===== config.mk =====
export PLATFORM = sky130hd
export DESIGN_NAME = shift_lui_sequencer
export DESIGN_NICKNAME = d
export VERILOG_FILES = /design/src/rtl/shift_seq_pkg.sv /design/src/rtl/shift_step.sv /design/src/rtl/shift_lui_sequencer.sv
export SDC_FILE = /design/constraint.sdc
export NUM_CORES = 1
export LEC_CHECK = 0
export BUFFER_PORTS_ARGS = -buffer_cell sky130_fd_sc_hd__buf_2
export CAP_MARGIN = 40
export CORE_MARGIN = 5
export CORE_UTILIZATION = 40
export CTS_CLUSTER_SIZE = 20
export DETAILED_ROUTE_END_ITERATION = 7
export SLEW_MARGIN = 5
export SYNTH_ARGS = -nofsm -noshare
export SYNTH_HDL_FRONTEND = slang
export SYNTH_SLANG_ARGS = --single-unit

===== constraint.sdc =====
create_clock -name clk -period 2.7 [get_ports clk]
set_input_delay 0 -clock clk [delete_from_list [all_inputs] [get_ports clk]]
set_output_delay 0 -clock clk [all_outputs]
set_load 0.05 [all_outputs]

===== src/rtl/shift_seq_pkg.sv =====
// Shared types and constants for the shift/lui sequencer.
// Cut-through behaviour is selected with the SHIFT_SEQ_CUT_THROUGH_EN macro in the top.
package shift_seq_pkg;

  typedef enum logic [1:0] {
    OP_SLL = 2'b00,
    OP_SRL = 2'b01,
    OP_SRA = 2'b10,
    OP_LUI = 2'b11
  } op_e;

  typedef enum logic [1:0] {
    IDLE  = 2'b00,
    SHIFT = 2'b01,
    DONE  = 2'b10
  } state_e;

  localparam int LUI_SHIFT = 16;

endpackage


===== src/rtl/shift_step.sv =====
// One combinational shift step of up to STEP bits; reports how many bits it consumed.
module shift_step
  import shift_seq_pkg::*;
#(
  parameter int N    = 32,
  parameter int STEP = 4
) (
  input  op_e          sel,
  input  logic [N-1:0] din,
  input  logic [4:0]   remaining,
  output logic [N-1:0] dout,
  output logic [4:0]   used
);

  always_comb begin
    used = (remaining < 5'(STEP)) ? remaining : 5'(STEP);
    case (sel)
      OP_SLL:  dout = din << used;
      OP_SRL:  dout = din >> used;
      OP_SRA:  dout = $signed(din) >>> used;
      default: dout = din;
    endcase
  end

endmodule


===== src/rtl/shift_lui_sequencer.sv =====
// Multi-cycle sll/srl/sra/lui unit with valid/ready handshakes on both sides.
// Define SHIFT_SEQ_CUT_THROUGH_EN to accept a new request on the response handshake edge.
//
//   state | meaning
//   IDLE  | waiting for a request, req_ready=1
//   SHIFT | stepping the result by up to STEP bits per cycle
//   DONE  | result presented until the consumer takes it
module shift_lui_sequencer
  import shift_seq_pkg::*;
#(
  parameter int N    = 32,
  parameter int STEP = 4
) (
  input  logic         clk,
  input  logic         rst,
  input  logic         req_valid,
  output logic         req_ready,
  input  logic [1:0]   req_sel,
  input  logic [4:0]   req_shamt,
  input  logic [N-1:0] req_b,
  output logic         resp_valid,
  input  logic         resp_ready,
  output logic [N-1:0] resp_data,
  output logic         busy
);

  state_e       state_q, state_d;
  op_e          sel_q, sel_d;
  logic [N-1:0] result_q, result_d;
  logic [4:0]   rem_q, rem_d;

  logic [N-1:0] step_out;
  logic [4:0]   step_used;
  logic         accept;
  logic         resp_fire;

  shift_step #(.N(N), .STEP(STEP)) u_shift_step (
    .sel       (sel_q),
    .din       (result_q),
    .remaining (rem_q),
    .dout      (step_out),
    .used      (step_used)
  );

  // Outputs are forced to their reset values while rst is high.
  always_comb begin
    req_ready = rst || (state_q == IDLE);
`ifdef SHIFT_SEQ_CUT_THROUGH_EN
    if (state_q == DONE && resp_ready) req_ready = 1'b1;
`endif
  end

  assign resp_valid = !rst && (state_q == DONE);
  assign resp_data  = resp_valid ? result_q : '0;
  assign busy       = !rst && (state_q != IDLE);
  assign accept     = !rst && req_valid && req_ready;
  assign resp_fire  = resp_valid && resp_ready;

  always_comb begin
    state_d  = state_q;
    sel_d    = sel_q;
    result_d = result_q;
    rem_d    = rem_q;

    case (state_q)
      SHIFT: begin
        result_d = step_out;
        rem_d    = rem_q - step_used;
        if (rem_q == step_used) state_d = DONE;
      end
      DONE: begin
        if (resp_fire) state_d = IDLE;
      end
      default: ;
    endcase

    // Loading a new request wins over the DONE->IDLE return (cut-through).
    if (accept) begin
      sel_d = op_e'(req_sel);
      if (op_e'(req_sel) == OP_LUI) begin
        result_d = req_b << LUI_SHIFT;
        rem_d    = '0;
        state_d  = DONE;
      end else if (req_shamt == 5'd0) begin
        result_d = req_b;
        rem_d    = '0;
        state_d  = DONE;
      end else begin
        result_d = req_b;
        rem_d    = req_shamt;
        state_d  = SHIFT;
      end
    end
  end

  always_ff @(posedge clk) begin
    if (rst) begin
      state_q  <= IDLE;
      sel_q    <= OP_SLL;
      result_q <= '0;
      rem_q    <= '0;
    end else begin
      state_q  <= state_d;
      sel_q    <= sel_d;
      result_q <= result_d;
      rem_q    <= rem_d;
    end
  end

endmodule

==> metrics.md, run 1 <==
| Metric | Value |
|---|---|
| Status | finished clean |
| ANT cells | 0 |
| Clock Sinks | 41 |
| Setup crit start | sel_q[0]$_SDFFE_PP0P_ |
| Switching share of power | between 40% and 50% |
| Max-Cap Viols | 0 |
| Synth top cells by count | mux2i_1 (66), clkbuf_1 (57), nand2_1 (52) |
| NetSw | approximately 1.2 mW |
| Count leader, synth | mux2i_1 |
| Kind of critical path | register to register |
| Post-DP HPWL | ~13,000 um |
| Syn Area/Cell | approximately 7.5 sq um |
| F_max | roughly 420 MHz |
| Min-delay worst type | primary input to register |
| Compound-cell area share of the yosys netlist | between 20 and 30% |
| Die Y | about 120 um |
| Mux cell area share after synthesis | a little over a fifth |
| Clk pwr share | between 20% and 30% |
| Max-slew violation count | 0 |
| Gr usage total | between 20% and 30% |
| Highest metal layer with signal wires | met4 |
| Synth Area in Adders | 1.10% |
| Number of CTS-inserted buffers | 5 |
| Synth top area share | 18.1% |
| Synth Cell Area | about 4500 sq um |
| Setup TNS | 0 ns |
| Post-synthesis cell count | around 610 |
| Crit path max fanout | 7 |
| Metal3 WL | 2020 um |
| First-pass GRT wire length | approximately 28,000 um |
| Yosys reg bits | between 40 and 50 |
| Post-synth cell types | just under 60 |
| Post-Place Setup Slack | roughly 0.34 ns |
| Number of enable flip-flop cells after synthesis | 0 |
| Crit path max-delay cell type | nor2_1 |
| Detailed Route WL | 18,000 um |
| Final WS setup | slightly below 0.3 ns |
| Fin crit share | between 80% and 90% |
| Ports | 78 |
| Power Total | 2.79 mW |
| Initial DRC Count | ~660 |
| Power Dens Cells | 522 nW/um^2 |
| Slew HR | around half |
| # DRC | 0 |
| H-tree depth | 2 |
| Post-cts resize count | 0 |
| Synth area leaders | dfxtp_1 (18%), mux2i_1 (15%), a21oi_1 (5.5%), mux4_2 (5.5%), clkbuf_1 (4.7%) |
| Post-synthesis xor/xnor area fraction | 0% |
| Net Count, Synth | 653 |
| Ys async rst share | 0% |
| Final Wtd Congestion | between 0.9 and 1 |
| 1st-pass router iterations | 5 |
| Fin crit period | ~2.4 ns |
| Worst-margin pin slew | slightly below 0.8 ns |
| Yosys warnings | 0 |
| Share of cells above drive strength 1 | 24.3% |
| R2r worst-path depth | 6 |
| Multi-input gate area | around 3300 sq um |
| Setup Buffers After CTS | 0 |
| Row count | 38 |
| Final hold viol count | 0 |
| Synth Flop Type | dfxtp_1 |
| Worst stage delay on the critical path | 0.61 ns |
| Critical path endpoint | result_q[6]$_SDFFE_PP0P_ |
| I/O Buffers | between 70 and 80 |
| Critical path's most frequent cell | a2111oi_0 |
| Int Power | ~1.6 mW |
| Register-to-register setup slack | between 0.2 and 0.3 ns |
| RSZ-0062 raised after global routing | false |
| Final setup viols | 0 |
| WL met1 | 7510 um |
| Clock skew | around 0.010 ns |
| Worst skew pair latency | roughly 0.29 ns |
| Worst r2r dst | result_q[6]$_SDFFE_PP0P_ |
| Largest net degree at the start of global routing | 52 |
| Hold_buf cts | 7 |
| Core area | about 11,000 sq um |
| Initial antenna violation count | 0 |
| Register area | between 800 and 900 sq um |
| # nets final | 700 |
| Largest family of logic cells by synthesized area | compound AO/OA/AOI/OAI gates |
| Area growth syn-to-layout | 18.1% |
| Initial Util | about 41% |
| CTS tree | built |
| Post-Synth Simple-Gate Area | 21.9% |
| Type of origin of the critical path | register |
| Routed wl met2 | between 7000 and 8000 um |
| Seq pwr share | between 30 and 40% |
| FF-to-FF Start | sel_q[0]$_SDFFE_PP0P_ |
| CP Cell Sequence | inv_1 > ha_1 > o21ai_1 > nor2_1 > a2111oi_0 > a2111oi_0 |
| Vias in the first global route | between 5,000 and 6,000 |
| WL/cell | 22.7 um |
| Logic pwr share | a little over two fifths |
| Die width | between 100 and 150 um |
| WP data required | 2.88 ns |
| GRT overflow | 0 |
| Clock Pin Slew Worst Setup and Hold Paths | approximately 0.07 ns |
| CTS Buffer Depth | 2 |
| Root buf cell | clkbuf_16 |
| Via-to-Cell Ratio | roughly 6.7 |
| Leak | between 2 and 2.5 nW |
| Worst vdd ir | 0.323 mV |
| Filler instances | roughly 1,100 |
| CP endpoint kind | register |
| Critical path arrival | approximately 2.6 ns |
| Via count | 5,310 |
| Post-synth top area cell | dfxtp_1 |
| Antenna Nets Post-Route | 0 |
| Die area | between 10,000 and 15,000 sq um |
| Sequential fraction of the synthesis area | between 10% and 20% |
-- power by group through the flow --
stage	logic [mW]	registers (mW)	clock network [mW]
after global placement	1.17	0.897	0
after CTS	1.20	0.885	0.668
final	1.23	0.900	0.667
after global routing	1.32	0.905	0.694
after floorplan	0.940	0.728	0
after detailed placement	1.19	0.899	0
-- how the worst min path moves through the flow --
| stage | from | endpoint | cells past startpoint |
|---|---|---|---|
| floorplan | req_sel[0] | sel_q[0]$_SDFFE_PP0P_ | 2 |
| global placement | req_shamt[1] | rem_q[1]$_SDFFE_PP0N_ | 3 |
| detailed placement | req_shamt[3] | rem_q[3]$_SDFFE_PP0N_ | 3 |
| CTS | req_b[13] | result_q[13]$_SDFFE_PP0P_ | 3 |
| global route | resp_ready | state_q[1]$_SDFFE_PP0P_ | 3 |
| finish | req_b[1] | result_q[1]$_SDFFE_PP0P_ | 3 |
-- per-layer routing --
layer  vias to the layer above  global-route usage [%]
met5                         -                       0
met4                         0                    9.36
met3                        46                    5.85
met2                       356                    39.5
met1                      2522                    37.3
li1                       2386                       -
-- cell type report --
cell class                 instances  share of cell area, %
clock buffer                       7                   2.85
clock inverter                     1                 0.0935
inverter                           5                  0.351
multi-input combinational        473                   62.4
sequential                        41                   15.3
tap                              140                   3.27
timing repair buffer             127                   15.7
-- cell families after synthesis --
kind of cell               after synthesis
and+or+nand+nor                        190
muxes                                   81
buffers and inverters                   92
DFF                                     41
other                                    1
AOI/OAI and AO/OA                      197
adders and majority gates                4
-- layout by cell type, fill, tap and decap left out, types with 5 or more instances in the layout --
cell type	Yosys	routed
o211ai_1	6	6
a31oi_1	8	8
nand2_1	52	52
buf_12	0	5
o21ai_0	28	28
a211oi_1	15	15
nand3_1	12	12
nor4_1	13	13
buf_4	1	38
o22ai_1	23	23
buf_2	15	77
nor3_1	37	36
a2111oi_0	16	16
dlygate4sd3_1	0	7
nor2_1	20	19
a21oi_1	50	50
a22oi_1	18	18
clkbuf_16	0	5
and2_1	34	34
mux2i_1	66	66
dfxtp_1	41	41
mux4_2	11	11
-- flip-flops by register name (all words and copies together) (netlist names) --
signal    count
sel_q         2
state_q       2
result_q     32
rem_q         5
-- per-stage QoR --
step | std cells | util [%] | hold WS, ns | instance area [sq um]
after global placement | 779 | 46.7 | 0.260 | 5120
after detailed placement | 779 | 46.7 | 0.262 | 5120
after floorplan | 606 | - | 0.136 | 4530
final | 794 | 48.7 | 0.0493 | 5350
after CTS | 794 | 48.7 | 0.0450 | 5350
after global routing | 794 | 48.7 | 0.0656 | 5350
-- worst max-delay path: cells and delay by family (launching register included) --
kind	cells	cell delay, ns
adder cells (fa/ha/maj)	1	0.47
AND/OR/NAND/NOR	1	0.61
buffers and inverters	1	0.07
AO/OA/AOI/OAI	3	0.80
flip-flops	1	0.35
(Power assumes the default switching activity.)
==> run 2: changes to the inputs <==
==> constraint.sdc (replaced) <==
create_clock -name clk -period 2.7 [get_ports clk]
set_input_delay 0.135 -clock clk [delete_from_list [all_inputs] [get_ports clk]]
set_output_delay 0.135 -clock clk [all_outputs]
set_load 0.05 [all_outputs]
==> run 2 against run 1 <==
Power is 2.4% higher. Routed wire length fell by 0.92%. First-iteration DRC count is 8.8% lower. Utilization is 0.50 points lower. Hold slack better by 0.051 ns. Clock skew fell by 0.0042 ns. Critical path depth stayed put. Critical endpoint unchanged. Highest routed layer unchanged. Critical path type unchanged. Sequential power barely moved. Largest power group unchanged. Count of clock-buffer cells in the layout did not move. Register-to-register slack about the same. Sequential share of layout area rose by 0.16 points. Largest cell class unchanged.
==> metrics.md, run 2 (synthesized netlist as in run 1, its figures left out) <==
| Metric | Value |
|---|---|
| Status | finished clean |
| Antenna Nets Post-Route | 0 (unchanged) |
| Critical path arrival | 2.57 ns (about the same) |
| Share of cells above drive strength 1 | 24.4% (+0.11 points) |
| Setup Buffers After CTS | 0 (unchanged) |
| First-pass GRT wire length | 28,300 um (-0.49%) |
| Biggest regs | result_q (32), rem_q (5) |
| Setup crit start | sel_q[0]$_SDFFE_PP0P_ |
| Switching share of power | 42.4% (-0.94 points) |
| Kind of critical path | register to register |
| Die width | 116 um (unchanged) |
| Clock Pin Slew Worst Setup and Hold Paths | 0.07 ns (about the same) |
| # nets final | 693 (-1.0%) |
| Setup TNS | 0 ns (unchanged) |
| Power Dens Cells | 540 nW/um^2 (+3.4%) |
| WL/cell | 22.7 um (about the same) |
| NetSw | 1.21 mW (+0.15%) |
| 1st-pass router iterations | 5 (unchanged) |
| Core area | 11,000 sq um (unchanged) |
| I/O Buffers | 77 (unchanged) |
| Final Wtd Congestion | 0.978 (about the same) |
| Worst stage delay on the critical path | 0.60 ns (about the same) |
| CTS Buffer Depth | 2 (unchanged) |
| Clock skew | 0.00588 ns (-0.00416 ns) |
| CP endpoint kind | register |
| Int Power | 1.65 mW (+4.1%) |
| Critical path depth | 6 (unchanged) |
| Via count | 5,214 (-1.8%) |
| Die area | 13,600 sq um (unchanged) |
| Post-DP Area | 5120 sq um (unchanged) |
| Via-to-Cell Ratio | 6.63 (-0.93%) |
| CTS tree | built |
| Final hold viol count | 0 (unchanged) |
| Delay-heaviest family, CP | compound AO/OA/AOI/OAI gates |
| Worst skew pair latency | 0.29 ns (about the same) |
| Ports | 78 (unchanged) |
| Clock Sinks | 41 (unchanged) |
| Max-slew violation count | 0 (unchanged) |
| Type of origin of the critical path | register |
| Min-delay worst type | primary input to register |
| Clk pwr share | 26.0% (+2.1 points) |
| Final WS setup | 0.302 ns (+0.00925 ns) |
| Register-to-register setup slack | 0.30 ns (about the same) |
| Gr usage total | 26.5% (+0.12 points) |
| Most common cell after layout, fill and taps aside | buf_2 |
| R2r worst-path depth | 6 (unchanged) |
| Initial DRC Count | 599 (-8.8%) |
| Seq pwr share | 31.4% (-0.8 points) |
| H-tree depth | 2 (unchanged) |
| CP bufs+invs | 1 (unchanged) |
| Slew HR | 49.3% (+0.79 points) |
| Crit path max-delay cell type | nor2_1 |
| CP Cell Sequence | inv_1 > ha_1 > o21ai_1 > nor2_1 > a2111oi_0 > a2111oi_0 |
| Detailed Route WL | 17,900 um (-0.92%) |
| Die Y | 116 um (unchanged) |
| Largest net degree at the start of global routing | 52 (unchanged) |
| Vias in the first global route | 4,942 (-2.3%) |
| Fin crit share | 88.8% (-0.34 points) |
| Initial antenna violation count | 0 (unchanged) |
| Row count | 38 (unchanged) |
| Post-Place Setup Slack | 0.327 ns (-0.0114 ns) |
| Worst r2r dst | result_q[6]$_SDFFE_PP0P_ |
| Fin crit period | 2.40 ns (-0.00925 ns) |
| Max-Cap Viols | 0 (unchanged) |
| Max FFs per register | 32 (unchanged) |
| RSZ-0062 raised after global routing | false |
| Commonest non-fill, non-tap cells in the layout | buf_2 (77), mux2i_1 (66), nand2_1 (52) |
| Critical path endpoint | result_q[6]$_SDFFE_PP0P_ |
| Worst-margin pin slew | 0.758 ns (-0.0118 ns) |
| Critical path's most frequent cell | a2111oi_0 |
| Number of CTS-inserted buffers | 5 (unchanged) |
| WP data required | 2.87 ns (about the same) |
| Top reg by flops | result_q |
| GRT overflow | 0 (unchanged) |
| Area growth syn-to-layout | 16.9% |
| Post-cts resize count | 0 (unchanged) |
| FF-to-FF Start | sel_q[0]$_SDFFE_PP0P_ |
| Initial Util | 41.2% (unchanged) |
| Worst hold stages | 3 (unchanged) |
| Post-DP HPWL | 12,500 um (about the same) |
| Leak | 2.13 nW (-1.2%) |
| Logic pwr share | 42.6% (-1.3 points) |
| Hold_buf cts | 0 (-7) |
| Crit path max fanout | 7 (unchanged) |
| Design area | 5300 sq um (-1.0%) |
| Worst vdd ir | 0.297 mV (-8.0%) |
| # DRC | 0 (unchanged) |
| Final setup viols | 0 (unchanged) |
| F_max | 417 MHz (+0.39%) |
| ANT cells | 0 (unchanged) |
| Root buf cell | clkbuf_16 |
run 2: changes by cell type in the layout (fill, tap and decap cells not counted), sizes merged:
cell	change
bufinv	+1
dlygate4sd3	-7
clkinv	-1
run 2: layout make-up:
class | instances | area (sq um)
multi-input cells | 473 | 3340
inverters | 5 | 18.8
fillers | 1130 | 5690
clock inverters | 1 | 30.0
repair buffers | 120 | 771
well taps | 140 | 175
flip-flops and latches | 41 | 821
clock buffers | 7 | 143
run 2: worst min-delay path by stage:
stage	startpoint	to
after detailed placement	req_shamt[3]	rem_q[3]$_SDFFE_PP0N_
after global routing	req_sel[1]	sel_q[1]$_SDFFE_PP0P_
after floorplan	req_sel[0]	sel_q[0]$_SDFFE_PP0P_
after CTS	req_shamt[3]	rem_q[3]$_SDFFE_PP0N_
final	req_sel[1]	sel_q[1]$_SDFFE_PP0P_
after global placement	req_shamt[1]	rem_q[1]$_SDFFE_PP0N_
run 2: worst min-delay path, delay by kind of cell:
kind / cells / cell delay (ns)
compound gates: 1 / 0.05
buf+inv: 1 / 0.11
simple gates: 1 / 0.05
run 2: metrics by stage:
step	power, mW	util, %	hold slack (ns)	cells
finish	2.86	48.2	0.100	787
global placement	2.07	46.7	0.395	779
global route	2.98	48.2	0.111	787
floorplan	1.67	-	0.271	606
CTS	2.82	48.2	0.101	787
detailed placement	2.08	46.7	0.400	779
run 2: metal layers:
metal / wire (um) / GRT usage (%) / up-vias
met5: 0 / 0 / -
met4: 556 / 9.36 / 0
met3: 1870 / 4.51 / 48
met2: 7790 / 39.7 / 354
met1: 7660 / 38.3 / 2436
li1: - / - / 2376
run 2: power by group through the flow:
stage,sequential (mW),clock (mW),combinational (mW)
CTS,0.885,0.745,1.19
global route,0.907,0.765,1.31
global placement,0.896,0,1.17
floorplan,0.728,0,0.940
detailed placement,0.899,0,1.19
finish,0.897,0.744,1.22
==> run 3: changes to the inputs <==
--- a/constraint.sdc
+++ b/constraint.sdc
@@ -3,2 +3,2 @@
 set_output_delay 0.135 -clock clk [all_outputs]
-set_load 0.05 [all_outputs]
+set_load 0.005 [all_outputs]
==> run 3 against run 2 <==
Sequential cell count did not move. Power fell by 4.9%. Setup slack got worse by 0.0042 ns. Critical path depth did not move. Non-clock buffer count fell by 1. Clock skew barely moved. Routed wire length fell by 0.95%. Count of clock-buffer cells in the layout did not move. Die area did not move. Largest cell class unchanged.
==> metrics.md, run 3 (synthesized netlist as in run 1, its figures left out) <==
| Metric | Value |
|---|---|
| Status | finished clean |
| Die width | 116 um (unchanged) |
| Die Y | 116 um (unchanged) |
| Via count | 5,221 (+0.13%) |
| Clock Pin Slew Worst Setup and Hold Paths | 0.06 ns (about the same) |
| Fin crit share | 89.0% (+0.16 points) |
| I/O Buffers | 77 (unchanged) |
| GRT overflow | 0 (unchanged) |
| Core area | 11,000 sq um (unchanged) |
| Metal3 WL | 1740 um (-6.9%) |
| Root buf cell | clkbuf_16 |
| Int Power | 1.57 mW (-4.4%) |
| Antenna Nets Post-Route | 0 (unchanged) |
| Via-to-Cell Ratio | 6.64 (+0.26%) |
| FF-to-FF Start | sel_q[0]$_SDFFE_PP0P_ |
| Clock skew | 0.00559 ns (-0.000289 ns) |
| Number of CTS-inserted buffers | 5 (unchanged) |
| Worst skew pair latency | 0.30 ns (about the same) |
| Vias in the first global route | 4,806 (-2.8%) |
| CTS tree | built |
| Post-Place Setup Slack | 0.351 ns (+0.0234 ns) |
| Largest net degree at the start of global routing | 52 (unchanged) |
| Fin crit period | 2.40 ns (+0.00421 ns) |
| Row count | 38 (unchanged) |
| Detailed Route WL | 17,700 um (-0.95%) |
| Clock Sinks | 41 (unchanged) |
| Setup Buffers After CTS | 0 (unchanged) |
| Slew HR | 48.0% (-1.3 points) |
| Share of cells above drive strength 1 | 24.5% (+0.038 points) |
| Routed wl met2 | 7670 um (-1.5%) |
| NetSw | 1.14 mW (-5.6%) |
| Util after Layout | 48.0% (-0.20 points) |
| Power Dens Cells | 515 nW/um^2 (-4.5%) |
| Final setup viols | 0 (unchanged) |
| Min-delay worst type | primary input to register |
| Clk pwr share | 24.4% (-1.6 points) |
| ANT cells | 0 (unchanged) |
| Crit path max fanout | 7 (unchanged) |
| Initial antenna violation count | 0 (unchanged) |
| Initial DRC Count | 608 (+1.5%) |
| Setup crit start | sel_q[0]$_SDFFE_PP0P_ |
| Worst hold start | req_shamt[1] |
| Ports | 78 (unchanged) |
| Power Total | 2.72 mW (-4.9%) |
| Biggest regs | result_q (32), rem_q (5) |
| Multi-input gate area | 3340 sq um (unchanged) |
| CP Cell Sequence | inv_1 > ha_1 > o21ai_1 > nor2_1 > a2111oi_0 > a2111oi_0 |
| Top reg by flops | result_q |
| Highest metal layer with signal wires | met4 |
| Commonest non-fill, non-tap cells in the layout | buf_2 (77), mux2i_1 (66), nand2_1 (52) |
| Switching share of power | 42.1% (-0.32 points) |
| RSZ-0062 raised after global routing | false |
| WL met1 | 7660 um (about the same) |
| Critical path arrival | 2.57 ns (about the same) |
| Worst stage delay on the critical path | 0.61 ns (about the same) |
| Kind of critical path | register to register |
| First-pass GRT wire length | 27,700 um (-2.1%) |
| Worst vdd ir | 0.277 mV (-6.7%) |
| Filler instances | 1,111 (-1.7%) |
| Max FFs per register | 32 (unchanged) |
| WL/cell | 22.5 um (-0.82%) |
| CTS Buffer Depth | 2 (unchanged) |
| Post-DP HPWL | 12,400 um (-0.90%) |
| Max-Cap Viols | 0 (unchanged) |
| Final hold viol count | 0 (unchanged) |
| Crit path max-delay cell type | nor2_1 |
| Final WS setup | 0.298 ns (-0.00421 ns) |
| Post-cts resize count | 0 (unchanged) |
| Worst-margin pin slew | 0.777 ns (+0.0195 ns) |
| Type of origin of the critical path | register |
| Max-slew violation count | 0 (unchanged) |
| WP data required | 2.87 ns (about the same) |
| # nets final | 692 (-0.14%) |
| F_max | 416 MHz (-0.18%) |
| Critical path's most frequent cell | a2111oi_0 |
| Leak | 2.12 nW (-0.45%) |
| Die area | 13,600 sq um (unchanged) |
| Most common cell after layout, fill and taps aside | buf_2 |
| Final Wtd Congestion | 0.978 (about the same) |
| CP endpoint kind | register |
| Setup TNS | 0 ns (unchanged) |
| Register area | 821 sq um (unchanged) |
| Gr usage total | 26.0% (-0.54 points) |
| Seq pwr share | 33.0% (+1.6 points) |
| Hold_buf cts | 0 (unchanged) |
| Initial Util | 41.2% (unchanged) |
| Area growth syn-to-layout | 16.4% |
| H-tree depth | 2 (unchanged) |
| 1st-pass router iterations | 5 (unchanged) |
| # DRC | 0 (unchanged) |
| Worst Hold Slack | 0.0973 ns (-0.00305 ns) |
| Logic pwr share | 42.6% (about the same) |
run 3: changes by cell type in the layout (fill, tap and decap cells not counted):
| cell | delta |
|---|---|
| clkbuf_1 | -1 |
| buf_4 | -1 |
| clkinv_2 | +1 |
| clkbuf_8 | +1 |
| bufinv_16 | -1 |
run 3: final cells by class:
class                   instances  area share (%)
clock buffers                   7            2.89
clock inverters                 1          0.0949
inverters                       5           0.356
multi-input cells             473            63.3
flip-flops and latches         41            15.6
well taps                     140            3.32
repair buffers                119            14.5
run 3: final timing paths:
check                             end  slack [ns]  cells past startpoint
max          result_q[6]$_SDFFE_PP0P_        0.30                      6
min             rem_q[1]$_SDFFE_PP0N_         0.1                      3
max reg2reg  result_q[6]$_SDFFE_PP0P_        0.30                      6
min reg2reg     sel_q[0]$_SDFFE_PP0P_        0.48                      2
run 3: routing by layer:
metal	GRT usage, %	vias to the layer above
met3	3.83	43
met5	0	-
met4	11.3	0
met2	38.5	340
li1	-	2374
met1	37.3	2464
run 3: critical path: cells and delay by family, from the launching register on:
kind,cells,cell delay [ns]
fa+ha+maj,1,0.45
flops,1,0.36
simple gates,1,0.61
buf+inv,1,0.07
compound gates,3,0.78
run 3: power groups by stage:
stage | logic [mW] | registers [mW] | clock network [mW]
after CTS | 1.14 | 0.882 | 0.672
final | 1.16 | 0.896 | 0.664
after global routing | 1.25 | 0.903 | 0.689
after detailed placement | 1.13 | 0.896 | 0
after global placement | 1.12 | 0.896 | 0
after floorplan | 0.888 | 0.728 | 0
run 3: per-stage QoR:
stage / std cells / instance area, sq um
after floorplan: 606 / 4530
after global placement: 778 / 5120
after detailed placement: 778 / 5120
after CTS: 786 / 5270
after global routing: 786 / 5270
final: 786 / 5270
